## config.mk

```make
export PLATFORM = sky130hd
export DESIGN_NAME = pipe_hazard_ctrl_flat
export DESIGN_NICKNAME = d
export VERILOG_FILES = /design/src/rtl/pipe_hazard_ctrl_if.sv /design/src/rtl/pipe_hazard_ctrl.sv /design/src/flat_wrapper.sv
export SDC_FILE = /design/constraint.sdc
export NUM_CORES = 1
export LEC_CHECK = 0
export ABC_AREA = 1
export CAP_MARGIN = 20
export CORE_UTILIZATION = 31
export DETAILED_ROUTE_END_ITERATION = 10
export PLACE_DENSITY = 0.61
export SLEW_MARGIN = 20
export SYNTH_ARGS = -nofsm -noshare
export SYNTH_HDL_FRONTEND = slang
export SYNTH_SLANG_ARGS = --single-unit
```

## constraint.sdc

```tcl
create_clock -name clk -period 2.45 [get_ports clk]
set_clock_uncertainty 0.1 [all_clocks]
set_input_delay 0.735 -clock clk [delete_from_list [all_inputs] [get_ports clk]]
set_output_delay 0.735 -clock clk [all_outputs]
set_load 0.01 [all_outputs]
```

## src/rtl/pipe_hazard_ctrl_if.sv

```systemverilog
// Pipeline hazard control bundle: hazard-detection inputs from the datapath
// and stage-register enables/flushes/status back to it.
interface pipe_hazard_ctrl_if #(
  parameter int unsigned CNT_W = 16
);
  logic [4:0]       id_rs1;
  logic [4:0]       id_rs2;
  logic             id_uses_rs1;
  logic             id_uses_rs2;
  logic             ex_memread;
  logic [4:0]       ex_rd;
  logic             ex_branch_taken;
  logic             mem_req;
  logic             mem_ack;

  logic             pc_en;
  logic             if_id_en;
  logic             id_ex_en;
  logic             ex_mem_en;
  logic             mem_wb_en;
  logic             if_id_flush;
  logic             id_ex_flush;
  logic             mem_wb_bubble;
  logic             state;
  logic             mem_timeout_err;
  logic [CNT_W-1:0] stall_cycles;

  modport master (
    output id_rs1, id_rs2, id_uses_rs1, id_uses_rs2, ex_memread, ex_rd,
           ex_branch_taken, mem_req, mem_ack,
    input  pc_en, if_id_en, id_ex_en, ex_mem_en, mem_wb_en, if_id_flush,
           id_ex_flush, mem_wb_bubble, state, mem_timeout_err, stall_cycles
  );

  modport slave (
    input  id_rs1, id_rs2, id_uses_rs1, id_uses_rs2, ex_memread, ex_rd,
           ex_branch_taken, mem_req, mem_ack,
    output pc_en, if_id_en, id_ex_en, ex_mem_en, mem_wb_en, if_id_flush,
           id_ex_flush, mem_wb_bubble, state, mem_timeout_err, stall_cycles
  );
endinterface

```

## src/rtl/pipe_hazard_ctrl.sv

```systemverilog
// 5-stage pipeline hazard controller: memory-wait freeze, branch flush and
// load-use stall, with memory timeout flag and saturating stall counter.
module pipe_hazard_ctrl #(
  parameter int unsigned MEM_TIMEOUT = 15,
  parameter int unsigned CNT_W       = 16
) (
  input  logic              clk,
  input  logic              rst_n,
  pipe_hazard_ctrl_if.slave bus
);

  localparam int unsigned WAIT_W = (MEM_TIMEOUT < 2) ? 1 : $clog2(MEM_TIMEOUT + 1);
  localparam logic [WAIT_W-1:0] WAIT_MAX  = WAIT_W'(MEM_TIMEOUT);
  localparam logic [WAIT_W-1:0] WAIT_LAST = (MEM_TIMEOUT == 0) ? '0 : WAIT_W'(MEM_TIMEOUT - 1);

  typedef enum logic {
    RUN      = 1'b0,
    MEM_WAIT = 1'b1
  } state_t;

  state_t           r_state;
  state_t           w_next;
  logic [WAIT_W-1:0] r_wait;
  logic             r_err;
  logic [CNT_W-1:0] r_stall;

  logic w_mem_busy;
  logic w_rs1_hit;
  logic w_rs2_hit;
  logic w_load_use;
  logic w_pc_en;
  logic w_if_id_en;
  logic w_id_ex_en;
  logic w_ex_mem_en;
  logic w_mem_wb_en;
  logic w_if_id_flush;
  logic w_id_ex_flush;
  logic w_mem_wb_bubble;

  assign w_mem_busy = bus.mem_req & ~bus.mem_ack;
  assign w_rs1_hit  = bus.id_uses_rs1 & (bus.id_rs1 == bus.ex_rd);
  assign w_rs2_hit  = bus.id_uses_rs2 & (bus.id_rs2 == bus.ex_rd);
  assign w_load_use = bus.ex_memread & (bus.ex_rd != '0) & (w_rs1_hit | w_rs2_hit);

  always_comb begin
    w_next = r_state;
    unique case (r_state)
      RUN:      if (w_mem_busy)  w_next = MEM_WAIT;
      MEM_WAIT: if (bus.mem_ack) w_next = RUN;
      default:  w_next = RUN;
    endcase
  end

  // Reset gates the Mealy outputs so the pipeline is frozen while rst_n is low.
  always_comb begin
    w_pc_en         = 1'b0;
    w_if_id_en      = 1'b0;
    w_id_ex_en      = 1'b0;
    w_ex_mem_en     = 1'b0;
    w_mem_wb_en     = 1'b0;
    w_if_id_flush   = 1'b0;
    w_id_ex_flush   = 1'b0;
    w_mem_wb_bubble = 1'b0;
    if (rst_n) begin
      if (w_mem_busy) begin
        w_mem_wb_en     = 1'b1;
        w_mem_wb_bubble = 1'b1;
      end else if (bus.ex_branch_taken) begin
        w_pc_en       = 1'b1;
        w_if_id_en    = 1'b1;
        w_id_ex_en    = 1'b1;
        w_ex_mem_en   = 1'b1;
        w_mem_wb_en   = 1'b1;
        w_if_id_flush = 1'b1;
        w_id_ex_flush = 1'b1;
      end else if (w_load_use) begin
        w_id_ex_en    = 1'b1;
        w_ex_mem_en   = 1'b1;
        w_mem_wb_en   = 1'b1;
        w_id_ex_flush = 1'b1;
      end else begin
        w_pc_en     = 1'b1;
        w_if_id_en  = 1'b1;
        w_id_ex_en  = 1'b1;
        w_ex_mem_en = 1'b1;
        w_mem_wb_en = 1'b1;
      end
    end
  end

  always_ff @(posedge clk or negedge rst_n) begin
    if (!rst_n) r_state <= RUN;
    else        r_state <= w_next;
  end

  // Error sets on the edge that completes the MEM_TIMEOUT-th MEM_WAIT cycle.
  always_ff @(posedge clk or negedge rst_n) begin
    if (!rst_n) begin
      r_wait <= '0;
      r_err  <= 1'b0;
    end else if (r_state == RUN) begin
      if (w_mem_busy) r_wait <= '0;
    end else begin
      if (r_wait != WAIT_MAX)  r_wait <= r_wait + 1'b1;
      if (r_wait >= WAIT_LAST) r_err  <= 1'b1;
    end
  end

  always_ff @(posedge clk or negedge rst_n) begin
    if (!rst_n)                       r_stall <= '0;
    else if (!w_pc_en && r_stall != '1) r_stall <= r_stall + 1'b1;
  end

  assign bus.pc_en           = w_pc_en;
  assign bus.if_id_en        = w_if_id_en;
  assign bus.id_ex_en        = w_id_ex_en;
  assign bus.ex_mem_en       = w_ex_mem_en;
  assign bus.mem_wb_en       = w_mem_wb_en;
  assign bus.if_id_flush     = w_if_id_flush;
  assign bus.id_ex_flush     = w_id_ex_flush;
  assign bus.mem_wb_bubble   = w_mem_wb_bubble;
  assign bus.state           = r_state;
  assign bus.mem_timeout_err = r_err;
  assign bus.stall_cycles    = r_stall;

endmodule

```

## src/flat_wrapper.sv

```systemverilog
// flat-port wrapper written by rule: the top's interface ports become plain ports
module pipe_hazard_ctrl_flat 
#(
  parameter int unsigned MEM_TIMEOUT = 15,
  parameter int unsigned CNT_W       = 16
)
  (clk, rst_n, bus_id_rs1, bus_id_rs2, bus_id_uses_rs1, bus_id_uses_rs2, bus_ex_memread, bus_ex_rd, bus_ex_branch_taken, bus_mem_req, bus_mem_ack, bus_pc_en, bus_if_id_en, bus_id_ex_en, bus_ex_mem_en, bus_mem_wb_en, bus_if_id_flush, bus_id_ex_flush, bus_mem_wb_bubble, bus_state, bus_mem_timeout_err, bus_stall_cycles);
  pipe_hazard_ctrl_if #(.CNT_W(CNT_W)) bus_i ();
  input  logic clk;
  input  logic rst_n;
  input wire logic [$bits(bus_i.id_rs1)-1:0] bus_id_rs1;
  input wire logic [$bits(bus_i.id_rs2)-1:0] bus_id_rs2;
  input wire logic [$bits(bus_i.id_uses_rs1)-1:0] bus_id_uses_rs1;
  input wire logic [$bits(bus_i.id_uses_rs2)-1:0] bus_id_uses_rs2;
  input wire logic [$bits(bus_i.ex_memread)-1:0] bus_ex_memread;
  input wire logic [$bits(bus_i.ex_rd)-1:0] bus_ex_rd;
  input wire logic [$bits(bus_i.ex_branch_taken)-1:0] bus_ex_branch_taken;
  input wire logic [$bits(bus_i.mem_req)-1:0] bus_mem_req;
  input wire logic [$bits(bus_i.mem_ack)-1:0] bus_mem_ack;
  output wire logic [$bits(bus_i.pc_en)-1:0] bus_pc_en;
  output wire logic [$bits(bus_i.if_id_en)-1:0] bus_if_id_en;
  output wire logic [$bits(bus_i.id_ex_en)-1:0] bus_id_ex_en;
  output wire logic [$bits(bus_i.ex_mem_en)-1:0] bus_ex_mem_en;
  output wire logic [$bits(bus_i.mem_wb_en)-1:0] bus_mem_wb_en;
  output wire logic [$bits(bus_i.if_id_flush)-1:0] bus_if_id_flush;
  output wire logic [$bits(bus_i.id_ex_flush)-1:0] bus_id_ex_flush;
  output wire logic [$bits(bus_i.mem_wb_bubble)-1:0] bus_mem_wb_bubble;
  output wire logic [$bits(bus_i.state)-1:0] bus_state;
  output wire logic [$bits(bus_i.mem_timeout_err)-1:0] bus_mem_timeout_err;
  output wire logic [$bits(bus_i.stall_cycles)-1:0] bus_stall_cycles;
  assign bus_i.id_rs1 = bus_id_rs1;
  assign bus_i.id_rs2 = bus_id_rs2;
  assign bus_i.id_uses_rs1 = bus_id_uses_rs1;
  assign bus_i.id_uses_rs2 = bus_id_uses_rs2;
  assign bus_i.ex_memread = bus_ex_memread;
  assign bus_i.ex_rd = bus_ex_rd;
  assign bus_i.ex_branch_taken = bus_ex_branch_taken;
  assign bus_i.mem_req = bus_mem_req;
  assign bus_i.mem_ack = bus_mem_ack;
  assign bus_pc_en = bus_i.pc_en;
  assign bus_if_id_en = bus_i.if_id_en;
  assign bus_id_ex_en = bus_i.id_ex_en;
  assign bus_ex_mem_en = bus_i.ex_mem_en;
  assign bus_mem_wb_en = bus_i.mem_wb_en;
  assign bus_if_id_flush = bus_i.if_id_flush;
  assign bus_id_ex_flush = bus_i.id_ex_flush;
  assign bus_mem_wb_bubble = bus_i.mem_wb_bubble;
  assign bus_state = bus_i.state;
  assign bus_mem_timeout_err = bus_i.mem_timeout_err;
  assign bus_stall_cycles = bus_i.stall_cycles;
  pipe_hazard_ctrl #(.MEM_TIMEOUT(MEM_TIMEOUT), .CNT_W(CNT_W)) u_core (.clk(clk), .rst_n(rst_n), .bus(bus_i));
endmodule
```

# Yosys cells after proc, flatten, opt, wreduce, memory -nomap -nowiden

Cells that the tools add are included.

Eq/ne operators: 5
Bitwise gates (word level): 8
Reductions and logical operators: 6
Muxes and demuxes: 21
Magnitude comparators: 1
$add $sub $neg: 2

Operators by type and width:

| cell                                                             | count |
|---|---|
| 1-bit two-way mux                                                | 17 |
| 16-bit by 1-bit adder with 16-bit output (second input constant) | 1 |
| 16-bit != test (second input constant)                           | 1 |
| 4-bit two-way mux                                                | 3 |
| 5-bit equality test                                              | 2 |
| 1-bit bitwise AND                                                | 5 |
| 5-bit nonzero test                                               | 1 |
| 4-bit by 1-bit adder with 4-bit output (second input constant)   | 1 |
| 4-bit greater-or-equal comparator (second input constant)        | 1 |
| 4-bit != test (second input constant)                            | 1 |
| 2-bit AND reduction                                              | 2 |
| 2-bit != test (second input constant)                            | 1 |
| 1-bit inverter                                                   | 2 |
| 1-bit case mux with 2 select lines                               | 1 |
| 2-bit nonzero test                                               | 1 |
| 1-bit logical AND                                                | 1 |
| 1-bit logical NOT                                                | 1 |
| 1-bit OR                                                         | 1 |

Word-level logic and storage cells: 47
Bits of input ports: 23
Register bits after elaboration: 22
Output and inout bits: 26

# Depth between registers and ports, before layout

Depth in word-level cells: 10
Depth in mapped cells: 12
Depth with buffers taken out: 11

# Worst setup path before layout

OpenSTA, ideal clock, no wires.

Kind: input-to-output
Start: input bus_mem_req
End: output bus_pc_en
Required time: 1615 ps
Path buffers: 2
Arrival: 1853 ps
Cell stages on the path: 9
Slack: -238 ps
Cell sequence: inv_1 > nor2_1 > nor2_4 > inv_2 > nor2_1 > inv_2 > buf_2 > nand2_1 > buf_4

Cells in the longest elaborated chain, start to end: 3

Ends and longest elaborated chain:

| item                            | RTL line               | text |
|---|---|---|
| start, declared                 | flat_wrapper.sv:18     | `input wire logic [$bits(bus_i.mem_req)-1:0] bus_mem_req;` |
| 1-bit bitwise AND               | pipe_hazard_ctrl.sv:40 | `assign w_mem_busy = bus.mem_req & ~bus.mem_ack;` |
| 1-bit two-way mux (2 in series) | --                     |  |
| end, declared                   | flat_wrapper.sv:20     | `output wire logic [$bits(bus_i.pc_en)-1:0] bus_pc_en;` |

No other way between the ends.

# Final worst setup path

Start: input bus_mem_ack
End: output bus_ex_mem_en

Cells in the longest elaborated chain, start to end: 4

Ends and longest elaborated chain:

| item              | RTL line               | text |
|---|---|---|
| start, declared   | flat_wrapper.sv:19     | `input wire logic [$bits(bus_i.mem_ack)-1:0] bus_mem_ack;` |
| 1-bit inverter    | pipe_hazard_ctrl.sv:40 |  |
| 1-bit bitwise AND | pipe_hazard_ctrl.sv:40 |  |
| 1-bit two-way mux | pipe_hazard_ctrl.sv:65 | `if (w_mem_busy) begin` |
| 1-bit two-way mux | pipe_hazard_ctrl.sv:64 | `if (rst_n) begin` |
| end, declared     | flat_wrapper.sv:23     | `output wire logic [$bits(bus_i.ex_mem_en)-1:0] bus_ex_mem_en;` |

No other way between the ends.

==> results.sh <==
export IMPL_start_util=0.331
export IMPL_cts_tree="built"
export IMPL_setup_slack_ps=42.4
export IMPL_synth_area_top_cells="dfrtp_1, nand2_1, inv_1"
export IMPL_crit_family="buffers and inverters"
export IMPL_path_max_fanout=3
export IMPL_fin_nets=315
export IMPL_avgSynthCellArea_um2=6.96
export IMPL_die_area_um2=5500
export IMPL_design_area_um2=2330
export IMPL_clock_sinks=22
export IMPL_grt_use_met3=0.0420
export IMPL_status="finished clean"
export IMPL_tightest_slew_ps=405
export IMPL_rsz0062_at_grt="true"
export IMPL_io_pins=49
export IMPL_cts_max_path_buffers=2
export IMPL_grt_max_degree=18
export IMPL_crit_path_cell_trace="dlygate4sd2_1 > nor2_4 > nor2_4 > buf_4 > dlygate4sd2_1"
export IMPL_drv_slew=0
export IMPL_cts_buffers=3
export IMPL_synth_fp_nets=258
export IMPL_timing_final_crit_share=0.983
export IMPL_ir_worst_vdd_v=0.000483
export IMPL_timing_slew_headroom=0.727
export IMPL_setup_viol=0
export IMPL_use_met2=0.249
export IMPL_reg2reg_from="u_core.bus.stall_cycles[0]"
export IMPL_crit_start="bus_mem_ack"
export IMPL_cp_slowest_stage_delay_ps=280
export IMPL_placed_cells=348
export IMPL_yosys_warnings=0
export IMPL_final_cells=355
export IMPL_synth_seq_area_share=0.341
export IMPL_cpMaxStageDelayCell="dlygate4sd2_1"
export IMPL_coreArea_um2=4880
export IMPL_postCtsHoldBufs=0
export IMPL_routabilityCongestion=0.873
export IMPL_period_needed_ps=2410
export IMPL_synth_edff_count=0
export IMPL_cap_viol_max_count=0
export IMPL_whs_ps=324
export IMPL_crit_path_end_kind="output port"
export IMPL_place_area_um2=2210
export IMPL_synthArstFlopShare=1.00
export IMPL_row_count=25
export IMPL_wl_per_cell_um=11.3
export IMPL_fmax_mhz=415
export IMPL_drtIter0Drc=85
export IMPL_syn_inst=232
export IMPL_die_h_um=74.2
export IMPL_dr_pass1_iters=4
export IMPL_crit_arrival_ps=1570
export IMPL_layout_commonest_cell="nand2_1"
export IMPL_num_antenna_cells=0
export IMPL_grt_pass1_vias=1441
export IMPL_area_growth_pct=44.3
export IMPL_critPathLaunchType="primary input"
export IMPL_drive_gt1_frac=0.247
export IMPL_synth_top_area_frac=0.341
export IMPL_clkTransAtPathRegs_ps=90
export IMPL_drt_total_wl_um=4020
export IMPL_drc=0
export IMPL_worst_path_buf_inv=3
export IMPL_grt_overflow=0
export IMPL_power_leakage_nw=1.18
export IMPL_final_cell_mix="nand2_1, dfrtp_1, inv_1, nor2_1"
export IMPL_grt_antenna_before_repair=0
export IMPL_cp_data_required_time_ps=1620
export IMPL_antenna_left=0
export IMPL_root_buffer="clkbuf_8"
export IMPL_track_usage=0.162
export IMPL_synth_ff_type="dfrtp_1"
export IMPL_via_count=1601
export IMPL_worstSetupPathType="primary input to output port"
export IMPL_syn_area_um2=1620
export IMPL_grt_use_met1=0.220
export IMPL_routed_via_density=4.51
export IMPL_cellPowerDensity_nw_per_um2=515
export IMPL_place_hpwl_um=2940
export IMPL_ys_ff_latch=22
export IMPL_hold_violations=0
export IMPL_grt_pass1_wl_um=6770
export IMPL_hold_path_class="primary input to async pin"
export IMPL_post_place_ws_ps=-924
export IMPL_synthDistinctLibCells=25
export IMPL_synth_top_cell_by_area="dfrtp_1"
export IMPL_port_buffers=48
export IMPL_clk_latency_ps=270
export IMPL_busiest_layer="met2"
export IMPL_utilization=0.478
export IMPL_cts_htree_levels=1
export IMPL_die_width_um=74.2
synthesized netlist by cell type, types with 3 or more instances:
master and number:
nand2_1 81, inv_1 30, nor2_1 23, dfrtp_1 22, nand4_1 18, nand3_1 9
o21ai_0 7, xnor2_1 7, xor2_1 7, buf_2 3, buf_4 3, ha_1 3
inv_2 3
state kept, by name (all words and copies together) (netlist names):
name	flops
u_core.bus.state	1
u_core.bus.stall_cycles	16
u_core.r_wait	4
u_core.bus.mem_timeout_err	1
worst register-to-register path: cells and delay by family, from the launching register on:
kind          cells  cell delay [ps]
simple gates      6             1080
flops             1              430
fa+ha+maj         1              270
per-layer routing:
metal	wire length (um)	share of wire
met1	1900	0.47
met2	1900	0.47
met3	178	0.044
met4	41	0.010
met5	0	0
what timing repair did:
| item | 4_1_cts | 5_1_grt |
|---|---|---|
| pin swaps | 24 | 25 |
| buffers inserted | 1 | 1 |
| cloned | 1 | 0 |
| setup endpoints to repair | 8 | 7 |
| resized for setup | 103 | 36 |
report_power, final:
group / leakage (nW) / internal (W) / switching, W
Combinational: 0.854 / 0.000223 / 0.000195
Sequential: 0.295 / 0.000427 / 0.0000889
Clock: 0.0288 / 0.000144 / 0.000124
Total: 1.18 / 0.000793 / 0.000408
layout make-up:
class,instances,area (um2)
fillers,502,2550
clock buffers,4,55.1
repair buffers,59,563
flip-flops and latches,22,551
multi-input cells,170,940
inverters,33,139
well taps,67,83.8
logic make-up after synthesis:
logic type / count (synthesis) / share of synthesized area
xor+xnor: 14 / 0.0759
simple gates: 142 / 0.416
buf+inv: 40 / 0.107
fa+ha+maj: 3 / 0.0232
flops: 22 / 0.341
compound gates: 11 / 0.0372
worst paths after layout:
check | cells after the start | slack (ps) | end
min | 2 | 320 | u_core.bus.stall_cycles[4]
max | 5 | 40 | bus_ex_mem_en
min in group clk | 1 | 390 | u_core.bus.mem_timeout_err
min reg2reg | 1 | 390 | u_core.bus.mem_timeout_err
max in group asynchronous | 2 | 1680 | u_core.bus.stall_cycles[14]
max reg2reg | 7 | 510 | u_core.bus.stall_cycles[7]
per-stage QoR:
stage          setup TNS, ps  power, W
2_1_floorplan              0  0.000728
3_3_place_gp           -9200  0.000924
3_5_place_dp           -9570  0.000932
4_1_cts                -19.6   0.00120
5_1_grt                -47.5   0.00129
6_report                   0   0.00120
(Power assumes the default switching activity.)
